$ cat config.mk
export PLATFORM = sky130hd
export DESIGN_NAME = uart_frame_tx_sequencer
export DESIGN_NICKNAME = d
export VERILOG_FILES = /design/src/rtl/uart_frame_tx_sequencer.sv
export SDC_FILE = /design/constraint.sdc
export NUM_CORES = 1
export LEC_CHECK = 0
export BUFFER_PORTS_ARGS = -buffer_cell sky130_fd_sc_hd__clkbuf_2
export CORE_ASPECT_RATIO = 0.7
export CORE_UTILIZATION = 55
export CTS_CLUSTER_SIZE = 16
export DETAILED_ROUTE_END_ITERATION = 12
export GPL_ROUTABILITY_DRIVEN = 0
export GPL_TIMING_DRIVEN = 0
export PLACE_DENSITY = 0.8
export SYNTH_ARGS = -nofsm -noshare
export SYNTH_HDL_FRONTEND = slang
export SYNTH_SLANG_ARGS = --single-unit
$ cat constraint.sdc
create_clock -name clk -period 4.8 [get_ports clk]
set_input_delay 1.2 -clock clk [delete_from_list [all_inputs] [get_ports clk]]
set_output_delay 1.2 -clock clk [all_outputs]
set_load 0.02 [all_outputs]
$ cat src/rtl/uart_frame_tx_sequencer.sv
// uart_frame_tx_sequencer
// Feeds a multi-byte frame into a single-byte UART transmitter, most
// significant byte first, using the transmitter's done tick as the per-byte
// handshake. Frames whose 16-bit header does not match HEADER are dropped
// without transmission and counted in a saturating 8-bit counter.
module uart_frame_tx_sequencer #(
    parameter int          FRAME_BYTES = 11,
    parameter logic [15:0] HEADER      = 16'hBAFD,
    parameter int          GAP_CYCLES  = 0
) (
    input  logic                     clk,
    input  logic                     rst_i,
    input  logic [8*FRAME_BYTES-1:0] frame_i,
    input  logic                     frame_valid_i,
    output logic                     frame_ready_o,
    output logic [7:0]               byte_o,
    output logic                     byte_start_o,
    input  logic                     byte_done_i,
    output logic                     busy_o,
    output logic                     frame_done_o,
    output logic                     drop_o,
    output logic [7:0]               drop_cnt_o
);

    localparam int FRAME_W = 8 * FRAME_BYTES;
    // Index and gap counter are kept at least one bit wide so that degenerate
    // parameter values still elaborate.
    localparam int IDX_W   = (FRAME_BYTES > 1) ? $clog2(FRAME_BYTES) : 1;
    localparam int GAP_W   = (GAP_CYCLES > 1) ? $clog2(GAP_CYCLES) : 1;

    localparam logic [IDX_W-1:0] LAST_IDX = IDX_W'(FRAME_BYTES - 1);
    localparam logic [GAP_W-1:0] GAP_LAST = GAP_W'((GAP_CYCLES > 0) ? (GAP_CYCLES - 1) : 0);
    localparam logic [IDX_W-1:0] IDX_ZERO = {IDX_W{1'b0}};
    localparam logic [IDX_W-1:0] IDX_ONE  = IDX_W'(1);
    localparam logic [GAP_W-1:0] GAP_ZERO = {GAP_W{1'b0}};
    localparam logic [GAP_W-1:0] GAP_ONE  = GAP_W'(1);

    typedef enum logic [1:0] {
        ST_IDLE  = 2'd0,
        ST_START = 2'd1,
        ST_WAIT  = 2'd2,
        ST_GAP   = 2'd3
    } state_e;

    // Byte k of a frame; byte 0 is the most significant byte.
    function automatic logic [7:0] byte_at(input logic [FRAME_W-1:0] frame,
                                           input logic [IDX_W-1:0]   idx);
        logic [FRAME_W-1:0] shifted;
        shifted = frame >> (8 * (FRAME_BYTES - 1 - int'(idx)));
        return shifted[7:0];
    endfunction

    // True when the top 16 bits of the frame carry the expected header.
    function automatic logic header_ok(input logic [FRAME_W-1:0] frame);
        return (frame[FRAME_W-1 -: 16] == HEADER);
    endfunction

    state_e               state_q,    state_d;
    logic [IDX_W-1:0]     idx_q,      idx_d;
    logic [GAP_W-1:0]     gap_cnt_q,  gap_cnt_d;
    logic [FRAME_W-1:0]   frame_q,    frame_d;
    logic [7:0]           byte_q,     byte_d;
    logic                 start_q,    start_d;
    logic                 done_q,     done_d;
    logic                 drop_q,     drop_d;
    logic [7:0]           drop_cnt_q, drop_cnt_d;

    // State, datapath and registered-output flops with asynchronous reset.
    always_ff @(posedge clk or posedge rst_i) begin
        if (rst_i) begin
            state_q    <= ST_IDLE;
            idx_q      <= {IDX_W{1'b0}};
            gap_cnt_q  <= {GAP_W{1'b0}};
            frame_q    <= {FRAME_W{1'b0}};
            byte_q     <= 8'h00;
            start_q    <= 1'b0;
            done_q     <= 1'b0;
            drop_q     <= 1'b0;
            drop_cnt_q <= 8'h00;
        end else begin
            state_q    <= state_d;
            idx_q      <= idx_d;
            gap_cnt_q  <= gap_cnt_d;
            frame_q    <= frame_d;
            byte_q     <= byte_d;
            start_q    <= start_d;
            done_q     <= done_d;
            drop_q     <= drop_d;
            drop_cnt_q <= drop_cnt_d;
        end
    end

    // Next-state and next-output logic; pulses default low, data holds.
    // The start pulse is registered on the transition into START so that it
    // is high exactly while the state register reads START.
    always_comb begin
        state_d    = state_q;
        idx_d      = idx_q;
        gap_cnt_d  = gap_cnt_q;
        frame_d    = frame_q;
        byte_d     = byte_q;
        start_d    = 1'b0;
        done_d     = 1'b0;
        drop_d     = 1'b0;
        drop_cnt_d = drop_cnt_q;

        case (state_q)
            ST_IDLE: begin
                if (frame_valid_i) begin
                    frame_d = frame_i;
                    if (header_ok(frame_i)) begin
                        idx_d   = IDX_ZERO;
                        byte_d  = byte_at(frame_i, IDX_ZERO);
                        start_d = 1'b1;
                        state_d = ST_START;
                    end else begin
                        drop_d = 1'b1;
                        if (drop_cnt_q != 8'hFF) begin
                            drop_cnt_d = drop_cnt_q + 8'd1;
                        end else begin
                            drop_cnt_d = drop_cnt_q;
                        end
                    end
                end else begin
                    state_d = ST_IDLE;
                end
            end

            ST_START: begin
                // A done tick coinciding with the start pulse belongs to no
                // byte of ours yet, so it is not looked at here.
                state_d = ST_WAIT;
            end

            ST_WAIT: begin
                if (byte_done_i) begin
                    if (idx_q == LAST_IDX) begin
                        done_d  = 1'b1;
                        state_d = ST_IDLE;
                    end else begin
                        idx_d = idx_q + IDX_ONE;
                        if (GAP_CYCLES == 0) begin
                            byte_d  = byte_at(frame_q, idx_q + IDX_ONE);
                            start_d = 1'b1;
                            state_d = ST_START;
                        end else begin
                            gap_cnt_d = GAP_ZERO;
                            state_d   = ST_GAP;
                        end
                    end
                end else begin
                    state_d = ST_WAIT;
                end
            end

            ST_GAP: begin
                if (gap_cnt_q == GAP_LAST) begin
                    byte_d  = byte_at(frame_q, idx_q);
                    start_d = 1'b1;
                    state_d = ST_START;
                end else begin
                    gap_cnt_d = gap_cnt_q + GAP_ONE;
                end
            end

            default: begin
                state_d = ST_IDLE;
            end
        endcase
    end

    assign frame_ready_o = (state_q == ST_IDLE);
    assign busy_o        = (state_q != ST_IDLE);
    assign byte_o        = byte_q;
    assign byte_start_o  = start_q;
    assign frame_done_o  = done_q;
    assign drop_o        = drop_q;
    assign drop_cnt_o    = drop_cnt_q;

endmodule

Word level (Yosys, flattened, before mapping)
Cells that the tools add are included.
{"block": "word_totals", "register_bits": 114, "input_bits": 92, "word_cells": 68}
{"block": "classes", "add_sub_neg": 5, "eq_ne": 12, "n_shift": 2, "n_mux": 30, "bitwise_logic": 1, "n_reduce_logical": 9}
{"operator": "right shift 88 x 32 -> 8 bit", "n": 2}
{"operator": "2-to-1 mux 8 bit", "n": 5}
{"operator": "one-hot mux 8 bit (3 select lines)", "n": 1}
{"operator": "== test 16 bit (second input constant)", "n": 1}
{"operator": "2-to-1 mux 4 bit", "n": 4}
{"operator": "2-to-1 mux 1 bit", "n": 13}
{"operator": "subtractor 4 x 4 -> 5 bit (first input constant)", "n": 2}
{"operator": "adder 8 x 1 -> 8 bit (second input constant)", "n": 1}
{"operator": "2-to-1 mux 2 bit", "n": 4}
{"operator": "!= test 2 bit (second input constant)", "n": 4}
{"operator": "!= test 8 bit (second input constant)", "n": 1}
{"operator": "one-hot mux 2 bit (4 select lines)", "n": 1}
{"operator": "one-hot mux 4 bit (2 select lines)", "n": 1}
{"operator": "AND reduction 6 bit", "n": 1}
{"operator": "AND reduction 5 bit", "n": 1}
{"operator": "adder 4 x 1 -> 4 bit (second input constant)", "n": 1}
{"operator": "== test 2 bit (second input constant)", "n": 2}
{"operator": "== test 4 bit (second input constant)", "n": 1}
{"operator": "AND reduction 2 bit", "n": 2}
{"operator": "AND reduction 4 bit", "n": 1}
{"operator": "nonzero test 2 bit", "n": 2}
{"operator": "!= test 3 x 2 -> 1 bit (second input constant)", "n": 1}
{"operator": "one-hot mux 1 bit (3 select lines)", "n": 1}
{"operator": "nonzero test 3 bit", "n": 1}
{"operator": "other kinds (5)", "n": 5}

Longest topological paths before layout
Gate-level depths: netlist of run 1.
{"block": "logic_depth", "word_depth": 6, "depth_mapped": 9}

Worst setup path after synthesis of run 1
No wires, ideal clock.
{"block": "synth_path", "path_type": "input to register", "startpoint": "input frame_i[73]", "endpoint": "register byte_q[2] (netlist: byte_o[2])", "setup_ns": 0.065, "arrival_ns": 2.909, "t_required_ns": 4.735, "slack_ns": 1.826, "path_stages": 7, "path_buffers": 1, "path_cell_list": "nand4b_1 -> nor4_4 -> o221ai_2 -> or3_1 -> buf_6 -> nor3b_4 -> a211o_1"}
{"block": "synth_via", "elab_chain_len": 3}
{"item": "start, declared", "line_no": "13", "text": "input logic [8*FRAME_BYTES-1:0] frame_i,"}
{"item": "== test 16 bit", "line_no": "55", "text": "return (frame[FRAME_W-1 -: 16] == HEADER);"}
{"item": "!= test 2 x 1 -> 1 bit (no line)"}
{"item": "AND reduction 6 bit (no line)"}
{"item": "end signal, assigned", "line_no": "85", "text": "byte_q <= byte_d;"}
{"item": "end, declared", "line_no": "62", "text": "logic [7:0] byte_q, byte_d;"}
Every way passes these cells.
A chain may end at the register's enable or synchronous reset.

Worst setup path after layout of run 1
{"block": "layout_path", "startpoint": "input frame_i[82]", "endpoint": "register byte_q[1] (netlist: byte_o[1])"}
Same word-level chain as after synthesis.

==> results of run 1 <==
## kinds of logic (layout without fill, tap and decap cells)
group           Yosys count  in the layout  synth area share, %
flops                   113            113                50.73
simple gates             90             90                8.642
compound gates           71             71                8.665
buf+inv                  31            176                2.402
mux                     130            130                25.88
xor+xnor                 12             12                1.886
fa+ha+maj                 8              8                1.796
## registers in the layout (all words and copies together), names as in the netlist
signal and count:
drop_cnt_o 8, drop_o 1, byte_start_o 1, idx_q 4
frame_done_o 1, frame_q 88, byte_o 8, state_q 2
## power by group
| group | switching, mW | internal, mW | total (mW) |
|---|---|---|---|
| logic | 0.979 | 0.900 | 1.88 |
| clock network | 0.425 | 0.797 | 1.22 |
| registers | 0.274 | 1.41 | 1.69 |
## cell usage after synthesis, types with 2 or more instances
cell type	number	area share (%)
dfrtp_1	113	51
mux2_2	103	21
nand2_1	33	2.2
mux2i_1	26	4.7
o21ai_0	23	2.1
nor2_1	17	1.1
clkbuf_1	12	0.81
a22o_1	9	1.4
inv_1	9	0.61
xnor2_1	9	1.4
a21oi_1	8	0.72
buf_2	8	0.72
ha_1	8	1.8
nand2b_1	8	0.90
o22ai_1	8	0.90
a211o_1	7	1.1
nor4_1	7	0.79
nand3_1	5	0.45
nor2b_1	4	0.45
nor3_1	4	0.36
nand4_1	3	0.34
xor2_1	3	0.47
a211oi_1	2	0.27
a311oi_1	2	0.31
o22a_1	2	0.31
o31ai_1	2	0.27
or3_1	2	0.22
## final timing paths
kind | start | to | slack [ns]
max | frame_i[82] | byte_o[1]$_DFFE_PP0P_ | 1.67
min | frame_q[54]$_DFFE_PP0P_ | frame_q[54]$_DFFE_PP0P_ | 0.50
max reg2reg | idx_q[1]$_DFFE_PP0P_ | byte_o[4]$_DFFE_PP0P_ | 1.96
min reg2reg | frame_q[54]$_DFFE_PP0P_ | frame_q[54]$_DFFE_PP0P_ | 0.50
max in group asynchronous | rst_i | frame_q[16]$_DFFE_PP0P_ | 3.22
min in group asynchronous | rst_i | frame_q[67]$_DFFE_PP0P_ | 0.84
## through the flow
| step | total power, mW | utilization, % | worst slack [ns] |
|---|---|---|---|
| finish | 4.788 | 70.77 | 1.674 |
| global route | 5.042 | 70.77 | 1.513 |
| CTS | 4.779 | 70.77 | 1.710 |
| detailed placement | 3.537 | 64.81 | 1.334 |
| global placement | 3.435 | 64.50 | -0.5435 |
| floorplan | 3.002 | - | 0.6126 |
## area by class of cell
type,count,area [µm²],area share (%)
Buffer,22,100.1,1.449
Timing Repair Buffer,113,588.1,8.514
Clock buffer,21,470.5,6.812
Clock inverter,11,111.4,1.612
Sequential cell,113,2828,40.94
Multi-Input combinational cell,311,2613,37.83
Tap cell,128,160.2,2.319
Inverter,9,36.28,0.5254
## worst max-delay path, cell delays in order
cell and delay (ns):
clkbuf_2 0.12, nand4bb_1 0.28, nor4_4 0.38, o221ai_2 0.29, or3_1 0.46, buf_6 0.16, nor4_1 0.42, a211o_1 0.17
## metal layers
| layer | wire length [µm] | track usage, % | part of all wire, % | up-vias |
|---|---|---|---|---|
| li1 | - | - | - | 1916 |
| met1 | 6137 | 39.76 | 46 | 2087 |
| met2 | 6202 | 42.19 | 46 | 165 |
| met3 | 968 | 6.908 | 7.2 | 20 |
| met4 | 179 | 7.761 | 1.3 | 0 |
| met5 | 0 | 0 | 0 | - |
==> impl_metrics.tcl, run 1 <==
set metrics [dict create \
    cts_made_buffers 17 \
    grtUsageTotal_pct 27.79 \
    place_area_um2 6325 \
    hold_viol_final 0 \
    cp.arrival_ns 3.48 \
    tns_ns 0 \
    ys_seq_elements 113 \
    core_um2 9759 \
    maxCapViolations 0 \
    final_cell_mix "dfrtp_1 (113), clkbuf_2 (112), mux2_2 (103)" \
    post-route-drc-count 0 \
    areaGrowthSynthToFinish_pct 23.91 \
    cts_tree "yes" \
    grt_max_degree 68 \
    clk_pin_slew_ns 0.05 \
    hold_path_class "reg2reg" \
    maxSlewHeadroom_pct 41.86 \
    cts_resized 0 \
    syn_nets 555 \
    finalNonFillerCells 728 \
    place_inst 696 \
    die-area_um2 10550 \
    io_buffers 112 \
    cellPowerDensity_nw_per_um2 693.2 \
    grt_overflow 0 \
    yosysSeqAreaShare_pct 50.73 \
    start_kind "input port" \
    clock_latency_ns 0.42 \
    synth_edf_count 0 \
    hold_buffers 0 \
    min_period_over_period_pct 65.13 \
    antenna_found_initial 0 \
    routedWlPerCell_um 18.53 \
    final_common_cell "dfrtp_1" \
    dr.pass1.iters 5 \
    worst_pin_slew_ns 0.8662 \
    grt_pass1_vias 4176 \
    diodes 0 \
    die_x_um 122.3 \
    clockBufferDepth 2 \
    required_ns 5.16 \
    worstPathMaxFanout 9 \
    finalWirelength_mm 13.49 \
    drive_above_1_share_pct 43.67 \
    fin_nets 687 \
    slew_viol_final 0 \
    dpl.hpwl_mm 9.783 \
    rows 30 \
    syn_inst 455 \
    postCtsSetupBuffers 0 \
    synth_area_um2 5574 \
    drt.antenna.violating_nets 0 \
    first_iter_violations 368 \
    ys_async_sr_fraction_pct 100.0 \
    yosysUniqueCellTypes 45 \
    syn_area_per_cell_um2 12.25 \
    clockRootBuffer "clkbuf_16" \
    fin_area_um2 6907 \
    finClkSkew_ns 0.005698 \
    hold_depth 1 \
    timing_worst_setup_path_type "in2reg" \
    timing.final.crit_period_ns 3.126 \
    grt_pass1_wl_mm 21.67 \
    initial_core_util_pct 57.12 \
    num_vias 4188 \
    yosysWarnings 0 \
    end_kind "flip-flop" \
    htree_levels 4 \
    fmaxAchievable_ghz 0.3199 \
    reg2reg_depth 9 \
    fp.dieH_um 86.23 \
    hold_ws_ns 0.5003 \
    ys.flop_type "dfrtp_1" \
    grt_setup_unrepaired "false" \
    io_pins 113 \
    status "finished, final reports clean" \
    cts.sinks 113 \
    vdd_drop_max_uv 393.3 \
    setup_violations 0 \
    n_fill_cell 709 \
    p_leak_nw 3.212 \
    via_per_inst 5.753 \
]
Note: power is estimated with default switching activity, not from simulation.
==> run 2: changes to the inputs <==
CORE_UTILIZATION = 50   (was 55)
PLACE_DENSITY = 0.77   (was 0.8)
clock period = 2.7 ns   (was 4.8 ns; I/O delays follow)
==> run 2 against run 1 <==
Net effect:
- wire length up 6.6%
- first-iteration DRC count down 23%
- die area up 9.8%
- clock power up 120%
- global-route usage down 2.3 points
- largest cell class unchanged
- largest power group unchanged
==> impl_metrics.tcl, run 2 (synthesized netlist as in run 1, its figures left out) <==
set metrics [dict create \
    first_iter_violations 282 \
    pre_cts_ws_ns -0.2962 \
    die-area_um2 11580 \
    routedWlPerCell_um 19.02 \
    clock_latency_ns 0.41 \
    grt_overflow 0 \
    num_vias 4273 \
    slew_viol_final 0 \
    p_leak_nw 3.329 \
    start_kind "flip-flop" \
    cp_top_family "compound AO/OA/AOI/OAI gates" \
    htree_levels 4 \
    largest_reg_flops 88 \
    setup_violations 0 \
    antenna_found_initial 0 \
    fmaxAchievable_ghz 0.3759 \
    rows 31 \
    power.total_mw 9.240 \
    end_kind "flip-flop" \
    cts.sinks 113 \
    initial_core_util_pct 52.64 \
    timing.final.crit_period_ns 2.660 \
    drive_above_1_share_pct 47.53 \
    grt_setup_unrepaired "true" \
    finClkSkew_ns 0.006705 \
    status "finished, final reports clean" \
    grt_max_degree 45 \
    hold_path_class "in2async" \
    areaGrowthSynthToFinish_pct 29.97 \
    clockRootBuffer "clkbuf_16" \
    die_x_um 128.2 \
    final_util_pct 68.42 \
    clockBufferDepth 2 \
    maxSlewHeadroom_pct 48.54 \
    finalWirelength_mm 14.38 \
    dr.pass1.iters 5 \
    final_cell_mix "clkbuf_2 (113), dfrtp_1 (112), mux2_2 (103)" \
    drt.antenna.violating_nets 0 \
    cellPowerDensity_nw_per_um2 1275 \
    crit_buf_inv 2 \
    min_period_over_period_pct 98.53 \
    required_ns 2.99 \
    fin_nets 695 \
    diodes 0 \
    maxCapViolations 0 \
    io_pins 113 \
    dpl.hpwl_mm 9.980 \
    grt_pass1_vias 4182 \
    vdd_drop_max_uv 758.8 \
    path_cells "ha_1 -> buf_4 -> xnor2_1 -> xnor2_1 -> buf_4 -> mux2_2 -> o22ai_1 -> nor4_1 -> a211o_1" \
    post-route-drc-count 0 \
    final_common_cell "clkbuf_2" \
    fp.dieH_um 90.34 \
    worstPathMaxFanout 10 \
    timing_worst_setup_path_type "reg2reg" \
    grt_pass1_wl_mm 22.09 \
    hold_buffers 0 \
    io_buffers 112 \
    cts_tree "yes" \
    core_um2 10590 \
    largest_register "frame_q" \
    hold_viol_final 0 \
    clk_pin_slew_ns 0.05 \
    worst_pin_slew_ns 0.7719 \
    cts_made_buffers 17 \
    slowest_stage "dfrtp_2" \
    crit_path_max_incr_delay_ns 0.45 \
    cp.arrival_ns 2.95 \
    grtUsageTotal_pct 25.47 \
    setup_ws_ns 0.03970 \
    via_per_inst 5.652 \
]
==> run 2: cell types whose count changed in the layout (fill, tap and decap cells not counted), moves of 2 or more <==
cell / before / now
buf_12: 0 / 3
buf_2: 8 / 6
buf_4: 0 / 9
bufinv_16: 2 / 6
clkbuf_8: 3 / 6
clkinv_2: 7 / 1
nor4_1: 7 / 2
nor4_2: 0 / 5
o22ai_1: 8 / 2
o22ai_2: 0 / 5
==> run 2: path summary, 6_finish.rpt <==
path / slack (ns) / startpoint / cells past startpoint / to
max: 0.04 / idx_q[1]$_DFFE_PP0P_ / 9 / byte_o[1]$_DFFE_PP0P_
min: 0.35 / rst_i / 2 / frame_q[83]$_DFFE_PP0P_
min in group clk: 0.50 / frame_i[31] / 2 / frame_q[31]$_DFFE_PP0P_
min reg2reg: 0.50 / frame_q[32]$_DFFE_PP0P_ / 1 / frame_q[32]$_DFFE_PP0P_
max in group asynchronous: 1.43 / rst_i / 4 / frame_q[14]$_DFFE_PP0P_
max reg2reg: 0.04 / idx_q[1]$_DFFE_PP0P_ / 9 / byte_o[1]$_DFFE_PP0P_
==> run 2: cell type report <==
cell class / count / area [µm²]
Multi-Input combinational cell: 311 / 2711
Clock inverter: 8 / 193.9
Clock buffer: 24 / 511.7
Buffer: 22 / 110.1
Sequential cell: 113 / 2829
Inverter: 9 / 37.54
Tap cell: 148 / 185.2
Fill cell: 773 / 3344
Timing Repair Buffer: 121 / 665.6
==> run 2: repair_timing <==
item	CTS	global route
buffers inserted	3	4
endpoints found under the setup margin	20	9
pin swaps	2	2
gates resized for setup	10	14
==> run 2: where the power goes <==
part           internal, mW  switching (mW)
combinational          1.71            1.88
clock                  1.88           0.769
sequential             2.51           0.486
total                  6.11            3.13
==> run 2: through the flow <==
step	instances	area (µm²)	setup TNS [ns]	hold WS [ns]
after floorplan	455	5578	0	0.4712
after global placement	715	6324	-4.854	0.4812
after detailed placement	717	6364	-3.113	0.4845
after CTS	752	7149	-0.06885	0.3713
after global routing	756	7244	-0.07623	0.3966
final	756	7244	0	0.3513
==> run 2: routing by layer <==
layer  track usage (%)  share of wire, %
met5                 0                 0
met4             6.863               1.1
met3             6.694               6.6
met2             38.47                47
met1             36.15                45
==> run 3: changes to the inputs <==
GPL_TIMING_DRIVEN = 1   (was 0)
==> run 3 against run 2 <==
Net effect:
- clock power decreased by 14%
- non-clock buffer count decreased by 4
- clock-buffer cell count decreased by 5
- core utilization decreased by 1.1 points
- worst hold slack improved by 0.056 ns
- sequential share of layout area increased by 0.64 points
- critical path depth unchanged
- die area unchanged
- global-route usage decreased by 0.50 points
==> impl_metrics.tcl, run 3 (synthesized netlist as in run 1, its figures left out) <==
set metrics [dict create \
    fin_nets 691 \
    finalNonFillerCells 752 \
    grt_pass1_vias 4194 \
    io_pins 113 \
    setup_ws_ns 0.1205 \
    grt_setup_unrepaired "false" \
    final_util_pct 67.28 \
    io_buffers 112 \
    grt_use_met1_pct 34.58 \
    met2_usage_pct 38.65 \
    pwr-share-clk_pct 25.7 \
    cts_tree "yes" \
    switching_power_mw 3.134 \
    hold_ws_ns 0.4071 \
    routedWlPerCell_um 18.61 \
    grt_overflow 0 \
    pwr-share-seq_pct 34.6 \
    die-area_um2 11580 \
    vdd_drop_max_uv 596.9 \
    worst_pin_slew_ns 0.6003 \
    htree_levels 4 \
    p_int_mw 5.698 \
    min_period_over_period_pct 95.54 \
    required_ns 3.00 \
    drt.antenna.violating_nets 0 \
    cp.arrival_ns 2.88 \
    fmaxAchievable_ghz 0.3877 \
    cellPowerDensity_nw_per_um2 1240 \
    hold_path_class "in2async" \
    clockBufferDepth 2 \
    drive_above_1_share_pct 47.02 \
    netSwitchingFraction_pct 35.48 \
    core_um2 10590 \
    num_vias 4193 \
    clock_latency_ns 0.42 \
    grt-busiest-layer "met2" \
    fp.dieH_um 90.34 \
    largest_reg_flops 88 \
    grtUsageMet3_pct 6.102 \
    initial_core_util_pct 52.64 \
    dpl.hpwl_mm 9.648 \
    start_kind "flip-flop" \
    antenna_found_initial 0 \
    timing_worst_setup_path_type "reg2reg" \
    die_x_um 128.2 \
    fin_area_um2 7124 \
    pre_cts_ws_ns -0.09220 \
    rrSetupSlack_ns 0.12 \
    final_cell_mix "dfrtp_1 (113), clkbuf_2 (112), mux2_2 (103)" \
    setup_violations 0 \
    largest_register "frame_q" \
    place_inst 714 \
    clockRootBuffer "clkbuf_16" \
    rows 31 \
    grtUsageTotal_pct 24.96 \
    post-route-drc-count 0 \
    dr.pass1.iters 5 \
    grt_pass1_wl_mm 21.73 \
    slew_viol_final 0 \
    timing.final.crit_period_ns 2.580 \
    place_area_um2 6421 \
    via_per_inst 5.576 \
    worstPathMaxFanout 18 \
    clk_pin_slew_ns 0.06 \
    power.total_mw 8.832 \
    diodes 0 \
    finClkSkew_ns 0.008482 \
    hold_viol_final 0 \
    cts_made_buffers 17 \
    p_comb_share_pct 39.7 \
    areaGrowthSynthToFinish_pct 27.81 \
    grt_max_degree 114 \
    maxSlewHeadroom_pct 59.98 \
    cts.sinks 113 \
    tns_ns 0 \
    status "finished, final reports clean" \
    first_iter_violations 351 \
    maxCapViolations 0 \
    p_leak_nw 3.305 \
    n_fill_cell 776 \
    final_common_cell "dfrtp_1" \
    finalWirelength_mm 13.99 \
    end_kind "flip-flop" \
]
## run 3: changes by cell type in the layout (fill, tap and decap cells not counted), moves of 5 or more
cell	previous run	this run
buf_2	6	0
buf_4	9	24
clkbuf_1	12	0
nor4_1	2	7
nor4_2	5	0
o22ai_1	2	8
o22ai_2	5	0
## run 3: worst paths after layout
path,from,endpoint,cells after the start
max,state_q[0]$_DFFE_PP0P_,byte_o[1]$_DFFE_PP0P_,9
min,rst_i,frame_q[83]$_DFFE_PP0P_,3
max reg2reg,state_q[0]$_DFFE_PP0P_,byte_o[1]$_DFFE_PP0P_,9
min reg2reg,byte_o[0]$_DFFE_PP0P_,byte_o[0]$_DFFE_PP0P_,2
max in group asynchronous,rst_i,frame_q[41]$_DFFE_PP0P_,3
min in group clk,frame_i[68],frame_q[68]$_DFFE_PP0P_,2
## run 3: critical path, cell delays in order (launching register included)
cell	delay, ns
dfrtp_1	0.41
ha_1	0.25
buf_4	0.22
nand2b_1	0.23
o22a_1	0.26
a211oi_4	0.26
xnor2_4	0.18
nor3b_4	0.19
buf_4	0.18
a211o_1	0.28
## run 3: area by class of cell
class                      instances  area [µm²]  share of cell area, %
clock inverter                    13       150.1                  2.107
clock buffer                      19       452.9                  6.358
tap                              148       185.2                  2.599
multi-input combinational        311        2670                  37.48
timing repair buffer             139       800.8                  11.24
inverter                           9       37.54                 0.5269
sequential                       113        2828                  39.69
## run 3: per-layer routing
metal  vias up  share of wire (%)  routed length (µm)
li1       1934                  -                   -
met1      2116                 46                6441
met2       132                 47                6573
met3        11                6.2                 874
met4         0               0.74                 103
met5         -                  0                   0
## run 3: timing repair
item / 4_1_cts / 5_1_grt
gates resized for setup: 2 / 3
pin swaps: 0 / 1
setup endpoints to repair: 7 / 7
cloned: 0 / 0
hold buffers: 0 / 0
buffers inserted: 0 / 6
## run 3: power by group through the flow
stage | Sequential, mW | Clock [mW] | Combinational [mW]
3_3_place_gp | 3.07 | 0 | 3.22
6_report | 3.06 | 2.27 | 3.51
3_5_place_dp | 3.06 | 0 | 3.36
5_1_grt | 3.14 | 2.36 | 3.80
4_1_cts | 3.04 | 2.29 | 3.40
2_1_floorplan | 2.98 | 0 | 2.36
